### config.mk
export PLATFORM = sky130hd
export DESIGN_NAME = cache_bus_arbiter
export DESIGN_NICKNAME = d
export VERILOG_FILES = /design/src/rtl/cache_pkg.sv /design/src/rtl/cpu_types_pkg.sv /design/src/rtl/rr_pick2.sv /design/src/rtl/cache_bus_arbiter.sv
export SDC_FILE = /design/constraint.sdc
export NUM_CORES = 1
export LEC_CHECK = 0
export CAP_MARGIN = 20
export CORE_AREA = 2 2 166 168
export CTS_BUF_LIST = sky130_fd_sc_hd__clkbuf_4 sky130_fd_sc_hd__clkbuf_8
export DETAILED_ROUTE_END_ITERATION = 16
export DIE_AREA = 0 0 168 170
export DONT_BUFFER_PORTS = 1
export PLACE_DENSITY = 0.3
export SYNTH_ARGS = -nofsm -noshare
export SYNTH_HDL_FRONTEND = slang
export SYNTH_SLANG_ARGS = --single-unit
### constraint.sdc
create_clock -name CLK -period 4.85 [get_ports CLK]
set_clock_uncertainty 0.2 [all_clocks]
set_input_delay 0.2425 -clock CLK [delete_from_list [all_inputs] [get_ports CLK]]
set_output_delay 0.2425 -clock CLK [all_outputs]
set_load 0.05 [all_outputs]
### src/rtl/cache_pkg.sv
// Cache-side shared types for the bus arbiter: FSM states, requester ids, burst counter sizing.
package cache_pkg;

    typedef enum logic {
        ARB,
        SERVE
    } arb_state_t;

    typedef logic [1:0] req_id_t;

    localparam req_id_t REQ_D0 = 2'd0;
    localparam req_id_t REQ_D1 = 2'd1;
    localparam req_id_t REQ_I0 = 2'd2;
    localparam req_id_t REQ_I1 = 2'd3;

    localparam int ARB_MAX_BURST   = 8;
    localparam int ARB_MAX_BURST_W = $clog2(ARB_MAX_BURST + 1);

endpackage

### src/rtl/cpu_types_pkg.sv
// CPU-wide shared types: the machine word and the RAM handshake state.
package cpu_types_pkg;

    typedef logic [31:0] word_t;

    typedef enum logic [1:0] {
        FREE,
        BUSY,
        ACCESS,
        ERROR
    } ramstate_t;

endpackage

### src/rtl/rr_pick2.sv
// Two-way round-robin pick: ptr chooses only when both requesters contend.
module rr_pick2 (
    input  logic [1:0] req,
    input  logic       ptr,
    output logic       any,
    output logic       sel
);

    assign any = |req;
    assign sel = (req == 2'b11) ? ptr : req[1];

endmodule

### src/rtl/cache_bus_arbiter.sv
// Shares one RAM port among two icaches and two dcaches; dcache first, round-robin per class.
// Optional CACHE_BUS_ARBITER_PERF_EN adds per-requester grant and stall counters.
module cache_bus_arbiter
    import cpu_types_pkg::*;
    import cache_pkg::*;
#(
    parameter int CPUS      = 2,
    parameter int MAX_BURST = ARB_MAX_BURST
) (
    input  logic                 CLK,
    input  logic                 nRST,
    input  logic [CPUS-1:0]      iREN,
    input  word_t [CPUS-1:0]     iaddr,
    output logic [CPUS-1:0]      iwait,
    output word_t [CPUS-1:0]     iload,
    input  logic [CPUS-1:0]      dREN,
    input  logic [CPUS-1:0]      dWEN,
    input  word_t [CPUS-1:0]     daddr,
    input  word_t [CPUS-1:0]     dstore,
    output logic [CPUS-1:0]      dwait,
    output word_t [CPUS-1:0]     dload,
    output logic                 ramREN,
    output logic                 ramWEN,
    output word_t                ramaddr,
    output word_t                ramstore,
    input  word_t                ramload,
    input  ramstate_t            ramstate
`ifdef CACHE_BUS_ARBITER_PERF_EN
    ,
    output word_t [3:0]          perf_grants,
    output word_t [3:0]          perf_stall
`endif
);

    // MAX_BURST must fit the package-sized counter (at most ARB_MAX_BURST).
    localparam int CNT_W = ARB_MAX_BURST_W;
    localparam logic [CNT_W:0] BURST_LIMIT = (CNT_W + 1)'(MAX_BURST);

    arb_state_t         state;
    req_id_t            gnt_id;
    logic               rr_d;
    logic               rr_i;
    logic [CNT_W-1:0]   burst_cnt;

    logic [3:0]         req;
    logic               d_any, d_sel, i_any, i_sel;
    req_id_t            pick_id;
    logic               gnt_core;
    logic               others_req;
    logic [CNT_W:0]     burst_next;
    logic               is_access;
    logic               release_now;

    assign req        = {iREN, dREN | dWEN};
    assign gnt_core   = gnt_id[0];
    assign is_access  = (ramstate == ACCESS);
    assign others_req = |(req & ~(4'b0001 << gnt_id));
    assign burst_next = {1'b0, burst_cnt} + {{CNT_W{1'b0}}, 1'b1};
    assign pick_id    = d_any ? (d_sel ? REQ_D1 : REQ_D0) : (i_sel ? REQ_I1 : REQ_I0);

    // The cap only releases after a completed access, so no transfer is ever split.
    assign release_now = (state == SERVE) &&
                         (!req[gnt_id] || (is_access && (burst_next >= BURST_LIMIT) && others_req));

    rr_pick2 u_pick_d (
        .req (req[1:0]),
        .ptr (rr_d),
        .any (d_any),
        .sel (d_sel)
    );

    rr_pick2 u_pick_i (
        .req (req[3:2]),
        .ptr (rr_i),
        .any (i_any),
        .sel (i_sel)
    );

    always_ff @(posedge CLK) begin
        if (!nRST) begin
            state     <= ARB;
            gnt_id    <= REQ_D0;
            rr_d      <= 1'b0;
            rr_i      <= 1'b0;
            burst_cnt <= '0;
        end else begin
            case (state)
                ARB: begin
                    burst_cnt <= '0;
                    if (d_any || i_any) begin
                        gnt_id <= pick_id;
                        state  <= SERVE;
                    end
                end
                SERVE: begin
                    if (release_now) begin
                        state     <= ARB;
                        burst_cnt <= '0;
                        if (gnt_id[1]) begin
                            rr_i <= ~gnt_core;
                        end else begin
                            rr_d <= ~gnt_core;
                        end
                    end else if (is_access && (burst_next <= BURST_LIMIT)) begin
                        burst_cnt <= burst_next[CNT_W-1:0];
                    end
                end
                default: state <= ARB;
            endcase
        end
    end

    // A dcache asserting both enables is treated as a write.
    always_comb begin
        iwait    = '1;
        dwait    = '1;
        iload    = '0;
        dload    = '0;
        ramREN   = 1'b0;
        ramWEN   = 1'b0;
        ramaddr  = '0;
        ramstore = '0;
        if (state == SERVE) begin
            if (gnt_id[1]) begin
                ramREN          = iREN[gnt_core];
                ramaddr         = iaddr[gnt_core];
                iwait[gnt_core] = ~is_access;
                iload[gnt_core] = ramload;
            end else begin
                ramWEN          = dWEN[gnt_core];
                ramREN          = dREN[gnt_core] & ~dWEN[gnt_core];
                ramaddr         = daddr[gnt_core];
                ramstore        = dstore[gnt_core];
                dwait[gnt_core] = ~is_access;
                dload[gnt_core] = ramload;
            end
        end
    end

`ifdef CACHE_BUS_ARBITER_PERF_EN
    // A requester stalls whenever it asks and is not completing an access this cycle.
    always_ff @(posedge CLK) begin
        if (!nRST) begin
            perf_grants <= '0;
            perf_stall  <= '0;
        end else begin
            for (int k = 0; k < 4; k++) begin
                if ((state == ARB) && (d_any || i_any) && (pick_id == req_id_t'(k))) begin
                    perf_grants[k] <= perf_grants[k] + 32'd1;
                end
                if (req[k] && !((state == SERVE) && (gnt_id == req_id_t'(k)) && is_access)) begin
                    perf_stall[k] <= perf_stall[k] + 32'd1;
                end
            end
        end
    end
`endif

endmodule
======== After elaboration in Yosys (flattened, before gate mapping) ========
Index checks and enable logic that the tools add are counted.
cells by class
  $add $sub $neg .......................... 1
  shift-type cells ........................ 1
  multiplexer cells ....................... 45
  bitwise logic cells ..................... 12
  eq/ne operators ......................... 4
  $lt $le $gt $ge ......................... 5
  reductions and logical operators ........ 14
operator list
  kind                   count
  $mux W32               11
  $mux W64               4
  $and A64 B64 Y64       1
  $demux W32 S1          1
  $mux W1                18
  $mux W2                5
  $mux W4                2
  $pmux W4 S2            1
  $eq A2 B2 Y1 const B   3
  $reduce_and A3 Y1      2
  $add A4 B1 Y5 const B  1
  $ge A5 B4 Y1 const B   1
  $le A5 B4 Y1 const B   1
  $logic_and A1 B1 Y1    5
  $not A1 Y1             5
  $and A4 B4 Y4          1
  $not A4 Y4             1
  $or A2 B2 Y2           2
  $reduce_or A2 Y1       2
  $reduce_or A4 Y1       1
  $shl A1 B2 Y4 const A  1
  $lt A2 B3 Y1 const B   1
  $ne A3 B1 Y1 const B   1
  $bmux W1 S2            1
  9 further kinds        10
storage, ports and cells
  bits in registers ....................... 9
  output and inout bits ................... 198

======== Longest topological paths before layout ========
Gate-level depths: netlist of the first run.
  depth in word-level cells ............... 9
  gate-level depth with buffers ........... 6
  depth with buffers taken out ............ 6

======== Cells and area by module ========
From an unflattened synthesis of the first run, not the netlist that was laid out.
unflattened totals
  cell total of the unflattened synthesis .. 392
  area, all modules ....................... 3081.7 um^2
by module, submodules not included
  module             area each (um^2)  cells an instance  instances
  cache_bus_arbiter  3046.7            386                1
  rr_pick2           17.5              3                  2

======== Worst setup path before layout of the first run ========
No wires, ideal clock.
  kind .................................... reg2out
  start point ............................. reg gnt_id[0]
  end point ............................... out ramstore[10]
  cell stages (with the launch flop) ...... 6
  data arrival time ....................... 1867 ps
  path slack .............................. 2541 ps
  required time ........................... 4408 ps
  path buffers ............................ 3
  cells stage by stage .................... dfxtp_1 > buf_2 > buf_1 > buf_2 > mux2i_1 > nor2_1
on the way
  longest elaborated chain between the ends .. 4
RTL lines
  what                                          line                      source
  from (decl)                                   cache_bus_arbiter.sv:40   req_id_t gnt_id;
  from (signal assigned)                        cache_bus_arbiter.sv:91   gnt_id <= pick_id;
  $mux W32 (implied by the code) (2 in series)  cache_bus_arbiter.sv:133  ramstore = dstore[gnt_core];
  $mux W32                                      cache_bus_arbiter.sv:124  if (gnt_id[1]) begin
  $mux W32                                      cache_bus_arbiter.sv:123  if (state == SERVE) begin
  to (decl)                                     cache_bus_arbiter.sv:25   output word_t ramstore,
No other way between the ends. The select of a mux whose other input is x is not followed.

======== Worst setup path after layout of the first run ========
  start point ............................. reg gnt_id[1]
  end point ............................... out dwait[0]
on the way
  longest elaborated chain between the ends .. 2
RTL lines
  what       line                      source
  $mux W2    cache_bus_arbiter.sv:124
  $mux W2    cache_bus_arbiter.sv:123
  to (decl)  cache_bus_arbiter.sv:20   output logic [CPUS-1:0] dwait,
No other way between the ends.

==> results by group, run 1 <==
Place
  – Number of buffers inserted by port buffering: 0
  – Placement Setup Slack: 1.55 ns
  – Routability congestion estimate: 0.792
  – HPWL reported at the end of detailed placement: 12300 um

Die
  – X dimension of the die: 168 um
  – Rows: 60
  – Area of the die: 28600 um^2
  – I/O pin count: 432
  – Core region area: 26700 um^2
  – Vertical die dimension: 170 um
  – Starting Density: 11.1%

Global routing
  – Maximum number of pins on one net before global-route repair: 85
  – Global router's overall resource usage: 9.19%
  – Antenna violations before repair: 2
  – Met2 demand-to-capacity share in global routing: 18.0%
  – Total congestion overflow: 0
  – Wire length of the first global-routing pass: 19600 um
  – Met3 Track Usage GR: 1.77%
  – Routing layer with the top usage in global route: met2
  – Via count of the first global-routing pass: 3018
  – Met1 track demand over resource in global routing: 9.23%

Clock network
  – Clock sink count: 9
  – Clock slew at reported path FFs: 0.05 ns
  – Root buffer cell: clkbuf_8
  – Source-to-sink clock delay at the later pin of the worst-skew pair: 0.23 ns
  – Level count of the clock H-tree: 1
  – TritonCTS Buffers: 3
  – Clock tree from TritonCTS: built
  – Setup fix buffers added after clock tree synthesis: 0
  – Max Buffers Root-to-Sink: 2

Timing
  – Setup repair after global routing missed its margin: no
  – Pins over their slew limit: 0
  – Transition time of the tightest slew-check pin: 0.940 ns
  – Maximum clock rate: 339 MHz
  – Minimum setup slack in the final design: 1.90 ns
  – Finish-stage setup viols: 0
  – Final hold violation count: 0
  – Worst slew margin relative to its limit: 37.3%
  – Final period demand of the worst path: 2.95 ns
  – Summed negative setup slack over all endpoints: 0 ns
  – Fin crit share: 60.9%

Status
  – Result of the run: finished, final reports clean

Synthesis
  – Share of the synthesized area in the top cell type: 27.2%
  – Netlist Area Pre-Place: 2950 um^2
  – Warnings from Yosys: 0
  – Net count of the mapped netlist: 613
  – Number of different library cells in the post-synthesis netlist: 34
  – Synth area leaders: and2_1, mux4_2, mux2i_1
  – Post-synthesis register bit count: 9
  – Mapped Cells: 377
  – Portion of the post-synthesis area used by sequential elements: 6.12%
  – Mean area per synthesized cell: 7.81 um^2
  – Most area-hungry cell type in the Yosys netlist: and2_1
  – Post-synth EDFFs: 0
  – Share of async-settable or async-resettable flops after synthesis: 0%
  – Top FF cell, synth: dfxtp_1

Layout
  – NumNets Final: 624
  – Share of final-layout standard cells stronger than drive strength 1: 22.0%
  – Relative area change from synthesis to final layout: 24.6%
  – Combined area of the multi-input logic cells: 2610 um^2
  – Filler Cell Count: 3018
  – FF+latch area: 185 um^2

Power
  – Leak pwr: 1.41 nW
  – Net Sw Frac: 61.9%
  – Combinational share of power: 76.4%
  – Power density over the cells: 221 nW/um^2
  – Switching power of the nets: 0.000502 W
  – Worst-case vdd ir drop: 0.0000665 V
  – Cell internal pwr: 0.000309 W
  – Part of the total power dissipated in the clock network: 11.6%
  – Sequential group share of total power: 12.0%

Routing
  – DRC errors left: 0
  – Post-route antenna net violation count: 0
  – Via density per instance: 4.25
  – Number of vias in the routed layout: 3117
  – First-pass iteration count of the detailed router: 4
  – DR iter-0 viols: 137
  – Final Routed Wirelength: 15200 um
  – Routed wire per std cell: 20.6 um

Critical path
  – Setup crit end kind: output port
  – Worst EP required: 4.41 ns
  – Crit start category: flop
  – Critical path class: flop to output port
  – Highest net fanout along the worst path: 41
  – Data arrival time of the critical path: 2.51 ns

Min path
  – Worst hold-check path type: primary input to flop

Flow run
  – Max-cap violation count: 0
[worst max-delay path, stage by stage (launching register included)]
cell and delay (ns):
dfxtp_2 0.92, inv_1 0.18, nand2_1 0.11, buf_4 0.32
nor2_2 0.13, buf_8 0.19, nand2_1 0.37
[synthesized netlist by cell type, types with 3 or more instances]
| master | instances |
|---|---|
| and2_1 | 128 |
| nor2_1 | 45 |
| mux2i_1 | 37 |
| and3_1 | 35 |
| mux4_2 | 32 |
| clkbuf_1 | 26 |
| nand2_1 | 12 |
| dfxtp_1 | 9 |
| buf_2 | 8 |
| inv_1 | 5 |
| a21oi_1 | 4 |
| a31oi_1 | 3 |
| buf_1 | 3 |
| nand2b_1 | 3 |
[cell families (layout without fill, tap and decap cells)]
| logic type | Yosys count | count (layout) | share of synthesized area, % |
|---|---|---|---|
| and+or+nand+nor | 233 | 233 | 44.5 |
| muxes | 69 | 69 | 37.0 |
| buffers and inverters | 42 | 52 | 5.69 |
| AOI/OAI and AO/OA | 21 | 21 | 5.48 |
| DFF | 9 | 9 | 6.12 |
| adders and majority gates | 2 | 2 | 0.849 |
| xor gates and xnor gates | 1 | 1 | 0.297 |
| other | 0 | 6 | 0 |
[layout by cell type (no fill, tap or decap), drive strengths merged, types with 4 or more instances in the layout]
cell type	count
nor2	45
mux4	32
a21oi	4
and2	128
and3	36
mux2i	37
diode	6
inv	5
nand2	12
dfxtp	9
buf	41
clkbuf	4
[routing by layer]
layer / up-vias / part of all wire, %
met5: - / 0
met4: 0 / 3.8
met3: 24 / 9.2
met2: 275 / 52
met1: 1473 / 35
li1: 1345 / -
[sequential cells by signal, indices dropped and copies added (netlist names)]
| signal | count |
|---|---|
| rr_i | 1 |
| state | 1 |
| rr_d | 1 |
| gnt_id | 2 |
| burst_cnt | 4 |
[through the flow]
stage	area (um^2)	hold WS [ns]	util (%)	power [W]	std cells
final	3670	0.0503	13.8	0.000811	734
after global routing	3670	0.0794	13.8	0.000851	733
after CTS	3580	0.0517	13.4	0.000809	724
after detailed placement	3510	0.188	13.2	0.000710	718
after global placement	3510	0.187	13.2	0.000708	718
after floorplan	2950	0.188	-	0.000618	377
[cell type report]
| type | count | area share (%) |
|---|---|---|
| Sequential cell | 9 | 5.05 |
| Antenna cell | 6 | 0.409 |
| Multi-Input combinational cell | 326 | 71.0 |
| Tap cell | 341 | 11.6 |
| Inverter | 5 | 0.511 |
| Timing Repair Buffer | 43 | 10.1 |
| Clock buffer | 4 | 1.33 |
[power groups by stage]
stage	sequential [W]	clock (W)	combinational [W]
finish	0.0000974	0.0000941	0.000619
global route	0.000101	0.000103	0.000647
CTS	0.000117	0.0000971	0.000595
detailed placement	0.000118	0	0.000592
global placement	0.000116	0	0.000592
floorplan	0.0000811	0	0.000537
[worst paths after layout]
| check | start | endpoint | slack, ns | cells after the start |
|---|---|---|---|---|
| worst max-delay path | gnt_id[1] | dwait[0] | 1.90 | 6 |
| worst min-delay path | iREN[0] | gnt_id[0] | 0.05 | 3 |
| worst max register to register | gnt_id[1] | rr_i | 2.24 | 5 |
| worst min register to register | rr_d | rr_d | 0.27 | 2 |
[repair_timing]
action                    CTS  global route
hold buffers                2             0
resized for setup           0             0
hold endpoints to repair    4             0
(Power assumes the default switching activity.)
==> inputs of run 2 (changes only) <==
ABC_AREA = 1   (was default)
CORE_AREA = 2 2 167 169   (was 2 2 166 168)
DIE_AREA = 0 0 169 171   (was 0 0 168 170)
clock period = 2.52 ns   (was 4.85 ns; I/O delays follow)
==> results by group, run 2 <==
Clock network
  – TritonCTS Buffers: 3
  – Max Buffers Root-to-Sink: 2
  – Clock slew at reported path FFs: 0.05 ns
  – Root buffer cell: clkbuf_8
  – Source-to-sink clock delay at the later pin of the worst-skew pair: 0.24 ns
  – Clock sink count: 9
  – Level count of the clock H-tree: 1
  – Number of resized instances in the post-cts repair step: 0
  – Clock tree from TritonCTS: built

Synthesis
  – Number of different library cells in the post-synthesis netlist: 29
  – Share of the synthesized area in the top cell type: 23.4%
  – Net count of the mapped netlist: 781
  – Post-Synth Simple-Gate Area: 51.2%
  – Adder-Cell Fraction of Synth Area: 0.895%
  – Warnings from Yosys: 0
  – XOR/XNOR Fraction of Synth Area: 0.627%
  – Portion of the post-synthesis area used by sequential elements: 6.45%
  – Most frequently used cell type in the post-synthesis netlist: nor2_1
  – Share of synthesized area spent on multiplexers: 0%
  – Synthesized-area fraction occupied by ao, oa, aoi and oai cells: 28.0%
  – Netlist Area Pre-Place: 2800 um^2
  – Post-synthesis register bit count: 9
  – Synth area leaders: nor2_1, a22oi_1, nand3_1
  – Mean area per synthesized cell: 5.13 um^2
  – Top FF cell, synth: dfxtp_1
  – Dominant combinational cell family by area after synthesis: simple AND/OR/NAND/NOR gates
  – Share of async-settable or async-resettable flops after synthesis: 0%
  – Most area-hungry cell type in the Yosys netlist: nor2_1
  – Mapped Cells: 545
  – Post-synth EDFFs: 0
  – Synth top cells by count: nor2_1, nand2_1, nand3_1, a22oi_1, buf_2

Layout
  – Register containing the most flip-flops in the final layout: burst_cnt
  – Flip-flop count of the largest register after layout: 4
  – Relative area change from synthesis to final layout: 68.0%
  – Top library cells by usage in the layout, fill and taps aside: buf_4, nor2_1, nand2_1, nand3_1, a22oi_1
  – Filler Cell Count: 3223
  – Share of final-layout standard cells stronger than drive strength 1: 32.5%
  – Number of inserted diodes: 0
  – Leading registers by flop count: burst_cnt x4, gnt_id x2
  – Final std cell area, no fill: 4700 um^2
  – NumNets Final: 939
  – Leading cell type in the layout, fill and taps excluded: buf_4

Place
  – Number of buffers inserted by port buffering: 0
  – HPWL reported at the end of detailed placement: 13700 um
  – Instance area after placement: 4600 um^2
  – Routability congestion estimate: 0.787

Global routing
  – Maximum number of pins on one net before global-route repair: 72
  – Total congestion overflow: 0
  – Antenna violations before repair: 0
  – Via count of the first global-routing pass: 3700
  – Wire length of the first global-routing pass: 22700 um
  – Global router's overall resource usage: 9.93%

Power
  – Leak pwr: 2.06 nW
  – Power density over the cells: 650 nW/um^2
  – Worst-case vdd ir drop: 0.000240 V

Critical path
  – Worst reg-to-reg path cell count: 10
  – Worst reg2reg path startpoint: gnt_id[1]
  – R2R Setup Slk: 0.65 ns
  – Crit start category: flop
  – Setup crit end kind: output port
  – Highest net fanout along the worst path: 71
  – Reg-to-reg critical path endpoint: rr_d
  – Data arrival time of the critical path: 1.89 ns
  – Worst EP required: 2.19 ns
  – Critical path class: flop to output port

Timing
  – Finish-stage setup viols: 0
  – Setup repair after global routing missed its margin: no
  – Summed negative setup slack over all endpoints: 0 ns
  – Worst slew margin relative to its limit: 51.4%
  – Fin crit share: 87.8%
  – Transition time of the tightest slew-check pin: 0.729 ns
  – Pins over their slew limit: 0
  – Final period demand of the worst path: 2.21 ns
  – Maximum clock rate: 452 MHz
  – Final hold violation count: 0

Routing
  – Via density per instance: 4.35
  – Routed wire per std cell: 16.3 um
  – Post-route antenna net violation count: 0
  – DRC errors left: 0
  – First-pass iteration count of the detailed router: 5
  – Final Routed Wirelength: 17100 um
  – DR iter-0 viols: 305
  – Number of vias in the routed layout: 4559

Die
  – Core region area: 27300 um^2
  – X dimension of the die: 169 um
  – Starting Density: 10.2%
  – Area of the die: 28900 um^2
  – Rows: 61
  – Vertical die dimension: 171 um
  – I/O pin count: 432

Min path
  – Worst min-delay path endpoint: gnt_id[0]
  – Min-Delay Startpoint: iREN[1]
  – Cell count of the worst hold path: 4
  – Worst hold-check path type: primary input to flop

Flow run
  – Max-cap violation count: 0

Status
  – Result of the run: finished, final reports clean
-- run 2: changes by cell type after synthesis, sizes merged, moves of 37 or more --
cell / previous run / this run
nor2: 45 / 177
and2: 128 / 0
nand2: 12 / 90
nand3: 2 / 73
a22oi: 0 / 64
mux2i: 37 / 0
-- run 2: critical path: stages (launching register included) --
cell and delay, ns:
dfxtp_2 0.35, buf_12 0.27, nor2_4 0.08, buf_12 0.18, a22oi_1 0.32, a31oi_1 0.13, buf_4 0.21
-- run 2: what timing repair did --
action / 4_1_cts / 5_1_grt
endpoints found under the hold margin: 9 / 0
hold buffers: 5 / 0
endpoints found under the setup margin: 0 / 0
setup buffers: 0 / 0
-- run 2: where the power goes --
part           switching (W)  internal (W)  total [W]
registers          0.0000251      0.000156   0.000181
logic                0.00197      0.000732    0.00270
clock network      0.0000662      0.000109   0.000175
total                0.00206      0.000997    0.00305
-- run 2: layout make-up --
class,count,area [um^2],share of cell area (%)
inverter,14,55.1,1.17
sequential,9,185,3.94
clock inverter,1,5.00,0.107
timing repair buffer,211,1700,36.1
multi-input combinational,464,2280,48.5
tap,346,433,9.22
clock buffer,3,41.3,0.879
-- run 2: metrics by stage --
step	util, %	power [W]	setup WS, ns	hold WS, ns	std cells
after floorplan	-	0.00214	0.283	0.0468	545
after global placement	16.8	0.00289	0.611	0.0634	1039
after detailed placement	16.8	0.00288	0.590	0.0562	1039
after CTS	17.2	0.00307	0.335	0.0194	1048
after global routing	17.2	0.00322	0.234	0.0568	1048
final	17.2	0.00305	0.309	0.0138	1048
-- run 2: worst max-delay path by stage --
| stage | from | to | slack (ns) | cells past startpoint |
|---|---|---|---|---|
| after global routing | gnt_id[1] | ramaddr[20] | 0.23 | 6 |
| after CTS | gnt_id[1] | ramaddr[2] | 0.33 | 6 |
| final | gnt_id[1] | ramaddr[20] | 0.31 | 6 |
| after floorplan | gnt_id[0] | ramREN | 0.28 | 6 |
| after detailed placement | gnt_id[1] | ramaddr[2] | 0.59 | 6 |
| after global placement | gnt_id[0] | rr_d | 0.61 | 9 |
-- run 2: cells by family after synthesis --
group	Yosys count
adders and majority gates	2
DFF	9
and+or+nand+nor	346
AOI/OAI and AO/OA	114
buffers and inverters	72
xor gates and xnor gates	2
-- run 2: layer usage --
metal  wire, um  vias up  GRT usage (%)
met5          0        -              0
met3       1550        6           1.36
li1           -     2181              -
met1       7070     2085           13.8
met2       8380      287           16.9
met4         99        0           1.04
==> inputs of run 3 (changes only) <==
ABC_AREA = 0   (was 1)
CORE_AREA = 2 2 166 168   (was 2 2 167 169)
DIE_AREA = 0 0 168 170   (was 0 0 169 171)
==> results by group, run 3 (synthesis gave the netlist of run 1 again) <==
Die
  – Core region area: 26700 um^2
  – I/O pin count: 432
  – X dimension of the die: 168 um
  – Area of the die: 28600 um^2
  – Rows: 60
  – Vertical die dimension: 170 um
  – Starting Density: 11.1%

Clock network
  – TritonCTS Buffers: 3
  – Root buffer cell: clkbuf_8
  – Clock tree from TritonCTS: built
  – Level count of the clock H-tree: 1
  – Source-to-sink clock delay at the later pin of the worst-skew pair: 0.24 ns
  – Clock sink count: 9
  – Max Buffers Root-to-Sink: 2
  – Number of resized instances in the post-cts repair step: 0
  – Clock slew at reported path FFs: 0.05 ns
  – Setup fix buffers added after clock tree synthesis: 0

Routing
  – Routed wire per std cell: 20.9 um
  – Via density per instance: 4.16
  – Number of vias in the routed layout: 3619
  – Final Routed Wirelength: 18200 um
  – DRC errors left: 0
  – Post-route antenna net violation count: 0
  – DR iter-0 viols: 150
  – First-pass iteration count of the detailed router: 4

Timing
  – Final Hold Slack: 0.0526 ns
  – Pins over their slew limit: 0
  – Summed negative setup slack over all endpoints: 0 ns
  – Maximum clock rate: 424 MHz
  – Final period demand of the worst path: 2.36 ns
  – Transition time of the tightest slew-check pin: 0.737 ns
  – Fin crit share: 93.5%
  – Finish-stage setup viols: 0
  – Final hold violation count: 0
  – Worst slew margin relative to its limit: 50.7%
  – Setup repair after global routing missed its margin: no

Layout
  – Flip-flop count of the largest register after layout: 4
  – Top library cells by usage in the layout, fill and taps aside: buf_12, and2_1, buf_4, nor2_1, mux2i_1
  – Number of standard cells in the layout, taps in and fillers out: 869
  – Core utilization of the finished layout: 23.5%
  – Relative area change from synthesis to final layout: 113%
  – Leading registers by flop count: burst_cnt x4, gnt_id x2
  – Register containing the most flip-flops in the final layout: burst_cnt
  – Leading cell type in the layout, fill and taps excluded: buf_12
  – NumNets Final: 759
  – Share of final-layout standard cells stronger than drive strength 1: 41.8%

Global routing
  – Global router's overall resource usage: 11.7%
  – Maximum number of pins on one net before global-route repair: 57
  – Total congestion overflow: 0
  – Antenna violations before repair: 7
  – Via count of the first global-routing pass: 4026
  – Wire length of the first global-routing pass: 25500 um

Critical path
  – First element of the critical path: gnt_id[0]
  – Setup crit end kind: output port
  – Worst reg2reg path startpoint: rr_i
  – Critical path class: flop to output port
  – Data arrival time of the critical path: 2.03 ns
  – Highest net fanout along the worst path: 56
  – Crit path cell chain: buf_12, mux4_2, and2_1
  – Worst EP required: 2.19 ns
  – Highest-delay cell along the critical path: mux4_2
  – Maximum single-stage delay on the critical path: 0.57 ns
  – Buffers and inverters on the worst path: 1
  – Crit start category: flop
  – Largest delay share family, worst path: multiplexers

Power
  – Final total power: 0.00186 W
  – Worst-case vdd ir drop: 0.000113 V
  – Leak pwr: 2.49 nW
  – Power density over the cells: 297 nW/um^2

Place
  – Number of instances in the placed design: 855
  – HPWL reported at the end of detailed placement: 15900 um
  – Number of buffers inserted by port buffering: 0
  – Routability congestion estimate: 0.825

Min path
  – Worst hold-check path type: primary input to flop
  – Min-Delay Startpoint: dREN[0]

Flow run
  – Max-cap violation count: 0

Status
  – Result of the run: finished, final reports clean
==> run 3: cell count changes in the layout (fill, tap and decap cells not counted), moves of 32 or more <==
| cell | previous run | this run |
|---|---|---|
| and2_1 | 0 | 128 |
| nand3_1 | 71 | 2 |
| nand2_1 | 87 | 12 |
| buf_12 | 8 | 130 |
| and3_1 | 0 | 35 |
| mux2i_1 | 0 | 37 |
| mux4_2 | 0 | 32 |
| buf_4 | 198 | 44 |
| nor2_1 | 174 | 43 |
| a22oi_1 | 64 | 0 |
==> run 3: layer usage <==
metal,vias to the layer above,GRT usage (%),share of wire (%)
li1,1612,-,-
met1,1703,11.5,33
met2,283,22.5,54
met3,19,4.51,12
met4,2,3.33,1.7
met5,-,0,0.060
==> run 3: final timing paths <==
| check | endpoint | slack, ns | cells after the start |
|---|---|---|---|
| worst max register to register | gnt_id[0] | 0.31 | 6 |
| worst min-delay path | gnt_id[1] | 0.05 | 2 |
| worst max-delay path | ramaddr[30] | 0.16 | 3 |
| worst min register to register | rr_d | 0.26 | 2 |
==> run 3: what timing repair did <==
action / 4_1_cts / 5_1_grt
hold endpoints to repair: 9 / 0
endpoints found under the setup margin: 0 / 0
hold buffers: 4 / 0
==> run 3: through the flow <==
stage	area, um^2	setup slack [ns]
floorplan	2950	0.327
global placement	6170	0.488
detailed placement	6170	0.423
CTS	6260	0.168
global route	6270	0.0715
finish	6270	0.163
==> run 3: layout make-up <==
cell class | instances | area, um^2
antenna | 6 | 15.0
clock buffer | 4 | 48.8
fill | 2822 | 20400
inverter | 5 | 18.8
multi-input combinational | 326 | 2610
sequential | 9 | 185
tap | 341 | 427
timing repair buffer | 178 | 2970
==> run 3: where the power goes <==
group	leakage (nW)	internal, W	switching, W
combinational	2.39	0.000567	0.000946
clock	0.0262	0.000121	0.0000624
sequential	0.0744	0.000150	0.0000154
total	2.49	0.000839	0.00102
